### config.mk
export PLATFORM = sky130hd
export DESIGN_NAME = mod_sub_seq_flat
export DESIGN_NICKNAME = d
export VERILOG_FILES = /design/src/rtl/mod_sub_seq_if.sv /design/src/rtl/mod_sub_seq.sv /design/src/flat_wrapper.sv
export SDC_FILE = /design/constraint.sdc
export NUM_CORES = 2
export LEC_CHECK = 0
export ABC_AREA = 1
export BUFFER_PORTS_ARGS = -buffer_cell sky130_fd_sc_hd__buf_2
export CORE_AREA = 3 3 404 406
export CTS_CLUSTER_SIZE = 40
export DETAILED_ROUTE_END_ITERATION = 10
export DIE_AREA = 0 0 407 409
export PLACE_DENSITY = 0.64
export RECOVER_POWER = 100
export SLEW_MARGIN = 20
export SYNTH_ARGS = -nofsm -noshare
export SYNTH_HDL_FRONTEND = slang
export SYNTH_SLANG_ARGS = --single-unit
### constraint.sdc
create_clock -name clk -period 4.86 [get_ports clk]
set_input_delay 0.486 -clock clk [delete_from_list [all_inputs] [get_ports clk]]
set_output_delay 0.486 -clock clk [all_outputs]
set_load 0.01 [all_outputs]
### src/rtl/mod_sub_seq_if.sv
// Handshake bundle for the word-serial modular subtractor: operand channel in, result channel out.
interface mod_sub_seq_if #(
    parameter int N = 256
);
    logic         in_valid;
    logic         in_ready;
    logic [N-1:0] a;
    logic [N-1:0] b;
    logic [N-1:0] p;
    logic         out_valid;
    logic         out_ready;
    logic [N-1:0] diff;
    logic         wrapped;

    modport master (
        output in_valid, a, b, p, out_ready,
        input  in_ready, out_valid, diff, wrapped
    );

    modport slave (
        input  in_valid, a, b, p, out_ready,
        output in_ready, out_valid, diff, wrapped
    );
endinterface

### src/rtl/mod_sub_seq.sv
// Word-serial (a - b) mod p: one W-bit subtract pass with a borrow chain, plus an add-back
// pass of p when the raw difference underflows.
module mod_sub_seq #(
    parameter int N = 256,
    parameter int W = 64
) (
    input  logic          clk,
    input  logic          rst_n,
    mod_sub_seq_if.slave  bus
);
    localparam int K  = N / W;
    localparam int IW = (K > 1) ? $clog2(K) : 1;
    localparam logic [IW-1:0] LastIdx = IW'(K - 1);

    typedef enum logic [1:0] {IDLE, SUB, FIX, DONE} state_t;

    state_t        state_q, state_d;
    logic [IW-1:0] idx_q, idx_d;
    logic          cb_q, cb_d;
    logic          wrapped_q, wrapped_d;
    logic [N-1:0]  opA_q, opA_d;
    logic [N-1:0]  opB_q, opB_d;
    logic [N-1:0]  modP_q, modP_d;
    logic [N-1:0]  result_q, result_d;

    logic [W:0]    subWide;
    logic [W:0]    addWide;

    always_ff @(posedge clk or negedge rst_n) begin
        if (!rst_n) begin
            state_q   <= IDLE;
            idx_q     <= '0;
            cb_q      <= 1'b0;
            wrapped_q <= 1'b0;
            opA_q     <= '0;
            opB_q     <= '0;
            modP_q    <= '0;
            result_q  <= '0;
        end else begin
            state_q   <= state_d;
            idx_q     <= idx_d;
            cb_q      <= cb_d;
            wrapped_q <= wrapped_d;
            opA_q     <= opA_d;
            opB_q     <= opB_d;
            modP_q    <= modP_d;
            result_q  <= result_d;
        end
    end

    // The extra top bit of each W+1-bit word result is the borrow (SUB) or carry (FIX) out.
    always_comb begin
        subWide = {1'b0, opA_q[idx_q*W +: W]} - {1'b0, opB_q[idx_q*W +: W]}
                  - {{W{1'b0}}, cb_q};
        addWide = {1'b0, result_q[idx_q*W +: W]} + {1'b0, modP_q[idx_q*W +: W]}
                  + {{W{1'b0}}, cb_q};
    end

    always_comb begin
        state_d   = state_q;
        idx_d     = idx_q;
        cb_d      = cb_q;
        wrapped_d = wrapped_q;
        opA_d     = opA_q;
        opB_d     = opB_q;
        modP_d    = modP_q;
        result_d  = result_q;

        case (state_q)
            IDLE: begin
                if (bus.in_valid) begin
                    opA_d     = bus.a;
                    opB_d     = bus.b;
                    modP_d    = bus.p;
                    idx_d     = '0;
                    cb_d      = 1'b0;
                    wrapped_d = 1'b0;
                    state_d   = SUB;
                end
            end
            SUB: begin
                result_d[idx_q*W +: W] = subWide[W-1:0];
                cb_d                   = subWide[W];
                if (idx_q == LastIdx) begin
                    idx_d = '0;
                    if (subWide[W]) begin
                        wrapped_d = 1'b1;
                        cb_d      = 1'b0;
                        state_d   = FIX;
                    end else begin
                        state_d   = DONE;
                    end
                end else begin
                    idx_d = idx_q + 1'b1;
                end
            end
            FIX: begin
                result_d[idx_q*W +: W] = addWide[W-1:0];
                cb_d                   = addWide[W];
                if (idx_q == LastIdx) begin
                    // Final carry is the expected 2^N overflow of r + p; drop it.
                    idx_d   = '0;
                    cb_d    = 1'b0;
                    state_d = DONE;
                end else begin
                    idx_d = idx_q + 1'b1;
                end
            end
            DONE: begin
                if (bus.out_ready) begin
                    state_d = IDLE;
                end
            end
            default: begin
                state_d = IDLE;
            end
        endcase
    end

    assign bus.in_ready  = (state_q == IDLE);
    assign bus.out_valid = (state_q == DONE);
    assign bus.diff      = result_q;
    assign bus.wrapped   = wrapped_q;
endmodule

### src/flat_wrapper.sv
// flat-port wrapper written by rule: the top's interface ports become plain ports
module mod_sub_seq_flat 
#(
    parameter int N = 256,
    parameter int W = 64
)
  (clk, rst_n, bus_in_valid, bus_a, bus_b, bus_p, bus_out_ready, bus_in_ready, bus_out_valid, bus_diff, bus_wrapped);
  mod_sub_seq_if #(.N(N)) bus_i ();
  input  logic clk;
  input  logic rst_n;
  input wire logic [$bits(bus_i.in_valid)-1:0] bus_in_valid;
  input wire logic [$bits(bus_i.a)-1:0] bus_a;
  input wire logic [$bits(bus_i.b)-1:0] bus_b;
  input wire logic [$bits(bus_i.p)-1:0] bus_p;
  input wire logic [$bits(bus_i.out_ready)-1:0] bus_out_ready;
  output wire logic [$bits(bus_i.in_ready)-1:0] bus_in_ready;
  output wire logic [$bits(bus_i.out_valid)-1:0] bus_out_valid;
  output wire logic [$bits(bus_i.diff)-1:0] bus_diff;
  output wire logic [$bits(bus_i.wrapped)-1:0] bus_wrapped;
  assign bus_i.in_valid = bus_in_valid;
  assign bus_i.a = bus_a;
  assign bus_i.b = bus_b;
  assign bus_i.p = bus_p;
  assign bus_i.out_ready = bus_out_ready;
  assign bus_in_ready = bus_i.in_ready;
  assign bus_out_valid = bus_i.out_valid;
  assign bus_diff = bus_i.diff;
  assign bus_wrapped = bus_i.wrapped;
  mod_sub_seq #(.N(N), .W(W)) u_core (.clk(clk), .rst_n(rst_n), .bus(bus_i));
endmodule
==> flow_metrics.py <==
metrics = {
    "outcome": {
        "status": "finished, violations left",
        "failed_checks": "capacitance limit, slew limit",
    },
    "timing": {
        "finalHoldViolations": 0,
        "totalNegativeSetupSlack_ns": 0,
        "worst_slew_margin_rel_pct": -63.4,
        "worst-slew-pin-transition_ns": 2.45,
        "setup_repair_after_global_routing_missed_its_margin": "no",
        "maxSlewViolCount": 1208,
        "report.final.setup_viol": 0,
        "clock-skew-final_ns": 0.0520,
        "fmax_mhz": 207,
        "finalWorstPathRequiredPeriod_ns": 4.82,
        "min_period_over_period_pct": 99.2,
    },
    "routing": {
        "routed_wirelength_mm": 267,
        "routed_wire_length_per_instance_microns": 25.2,
        "post_drt_via_cell_ratio": 5.48,
        "route.antenna.remaining_nets": 0,
        "firstDrtPassIters": 8,
        "drt_iter0_markers": 5537,
        "drt_drc_violations_left": 0,
        "via_count_of_the_routed_design": 57907,
    },
    "setup_path": {
        "path_class": "register to register",
        "setup.worst_path.start_class": "register",
        "critical_path_peak_fanout": 111,
        "cp.arrival_ns": 5.48,
        "crit_path_end_kind": "register",
        "critPathRequiredTime_ns": 5.51,
        "crit_path_start": "u_core.idx_q[0]",
        "crit-reg2reg-launch": "u_core.idx_q[0]",
    },
    "die": {
        "floorplan.initialDensity_pct": 36.2,
        "top_level_ports": 1031,
        "num_rows": 147,
        "die_y_microns": 409,
        "dieArea_sq_um": 166000,
        "core_sq_um": 160000,
        "dieWidth_microns": 407,
    },
    "yosys": {
        "synthesis.instances": 6557,
        "postSynthRegisterBits": 1030,
        "total_of_warnings_raised_by_yosys": 0,
        "synth_enable_flop_cells": 0,
        "synthDominantAreaCellType": "dfrtp_1",
        "net_count_after_synthesis": 7529,
        "ys_types": 60,
        "synth.yosys.seq_area_share_pct": 44.4,
        "syn-mean-instance-area_sq_um": 8.85,
        "synth_most_common_cell": "nand2_1",
        "synth_top_cell_area_share_pct": 44.4,
        "ys_top_cells_by_count": "nand2_1 (1169), dfrtp_1 (1030), mux2_2 (764)",
        "syn_area_sq_um": 58000,
        "async_reset_ff_share_pct": 100,
        "synthFlopType": "dfrtp_1",
        "synth_area_leaders": "dfrtp_1 (44%), mux2_2 (15%), nand2_1 (7.6%)",
    },
    "global_route": {
        "grt_start_max_net_pins": 167,
        "gr-usage-met2_pct": 51.4,
        "antenna_violations_before_repair": 48,
        "met3_usage_pct": 7.04,
        "wire_length_of_the_first_global_routing_pass_mm": 385,
        "global_route.usage.met1_pct": 36.5,
        "grt-busiest-layer": "met2",
        "globalRouteOverflowTotal": 0,
        "globalRouteTotalUtil_pct": 30.9,
        "first_global_vias": 59268,
    },
    "placed_design": {
        "post-place-cells": 9551,
        "detailedPlacementHpwl_mm": 190,
        "gp_congestion": 1.02,
        "portBuffers": 1030,
    },
    "cts": {
        "ctsRootBufferMaster": "clkbuf_16",
        "clk_pin_slew_worst_paths_ns": 0.06,
        "cts_buffers": 117,
        "clk-insertion-delay-late_ns": 0.79,
        "clockBufferDepth": 3,
        "clock_sink_count": 1030,
        "cts_tree": "yes",
        "count_of_h_tree_levels_built_during_cts": 3,
    },
    "layout": {
        "num-nets-final": 9245,
        "final-instance-count-excl-fill": 10564,
        "syn_to_final_growth_pct": 33.2,
        "post-route-util_pct": 48.3,
        "layout-drive-gt1-share_pct": 23.6,
    },
    "min_path": {
        "holdCritStartpoint": "bus_a[230]",
        "hold_wc_path_type": "input pin to register",
    },
    "job": {
        "max-cap-violations": 12,
    },
}
==> worst paths after layout <==
check,endpoint,slack [ns],depth (start not counted)
hold / removal,u_core.opA_q[230],0.06,2
setup reg to reg,u_core.bus.diff[119],0.04,18
min in group asynchronous,u_core.modP_q[166],0.98,2
setup / recovery,u_core.bus.diff[119],0.04,18
max in group asynchronous,u_core.opB_q[173],0.57,3
hold reg to reg,u_core.modP_q[104],0.50,1
==> cell type report <==
type                            instances  area [sq um]
Antenna cell                           33          82.6
Clock buffer                          169          3430
Clock inverter                         48           622
Fill cell                           14860         82900
Inverter                              510          1950
Multi-Input combinational cell       4662         29000
Sequential cell                      1030         25800
Tap cell                             2160          2700
Timing Repair Buffer                 1951         13800
Timing Repair inverter                  1          11.3
==> worst max-delay path, stage by stage, from the launching register on <==
cell	delay, ns
dfrtp_4	0.58
buf_12	0.31
buf_12	0.38
o21ai_0	0.25
o22ai_1	0.41
clkbuf_4	0.23
ha_1	0.34
nand2_1	0.17
inv_1	0.05
a21oi_1	0.24
nand2_1	0.22
a21oi_1	0.17
nand2_1	0.23
a21oi_1	0.38
inv_1	0.09
nand2_1	0.07
nand3_1	0.15
nand3_1	0.16
o21ai_1	0.07
==> sequential cells by signal, indices dropped and copies added, names as in the netlist <==
| register | cells |
|---|---|
| u_core.idx_q | 2 |
| u_core.bus.diff | 256 |
| u_core.state_q | 2 |
| u_core.bus.wrapped | 1 |
| u_core.opB_q | 256 |
| u_core.cb_q | 1 |
| u_core.opA_q | 256 |
| u_core.modP_q | 256 |
==> logic make-up after synthesis <==
logic type / synth area share, %
compound gates: 13.3
flops: 44.4
buf+inv: 5.67
xor+xnor: 0.767
fa+ha+maj: 4.36
simple gates: 16.6
mux: 14.8
==> per-layer routing <==
metal	vias up	share of wire [%]
met1	28186	38
met4	10	7.0
met3	831	8.2
met2	3035	47
met5	-	0.026
li1	25845	-
==> cell usage in the layout (no fill, tap or decap), drive strengths merged, types with 9 or more instances in the layout <==
cell type and instances:
a21o 11, a21oi 308, a22o 9, a32o 83, buf 890, clkbuf 469, clkinv 28, dfrtp 1030
diode 33, dlygate4sd3 761, ha 196, inv 515, mux2 764, nand2 1193, nand3 284, nand3b 10
nand4 85, nor2 684, nor3 33, nor4 12, o211ai 14, o21ai 657, o21bai 41, o22ai 171
o31ai 14, xnor2 16, xor2 34
==> what timing repair did <==
item / in CTS / in global routing
resized for setup: 0 / 3
hold buffers: 761 / 0
endpoints found under the hold margin: 812 / 0
setup endpoints to repair: 0 / 27
setup buffers: 0 / 1
==> stage by stage <==
stage                     instance area [sq um]  worst slack (ns)  hold WS (ns)
after floorplan                           58000              1.13         0.190
after global placement                    66200             0.217         0.480
after detailed placement                  66200             0.237         0.479
after CTS                                 77800             0.172       0.00223
after global routing                      77300           0.00192       0.00894
final                                     77300            0.0373        0.0629
Power is left out: the tool's default activity adds up to more than one toggle a clock period on the data nets, which glitch-free logic cannot reach.
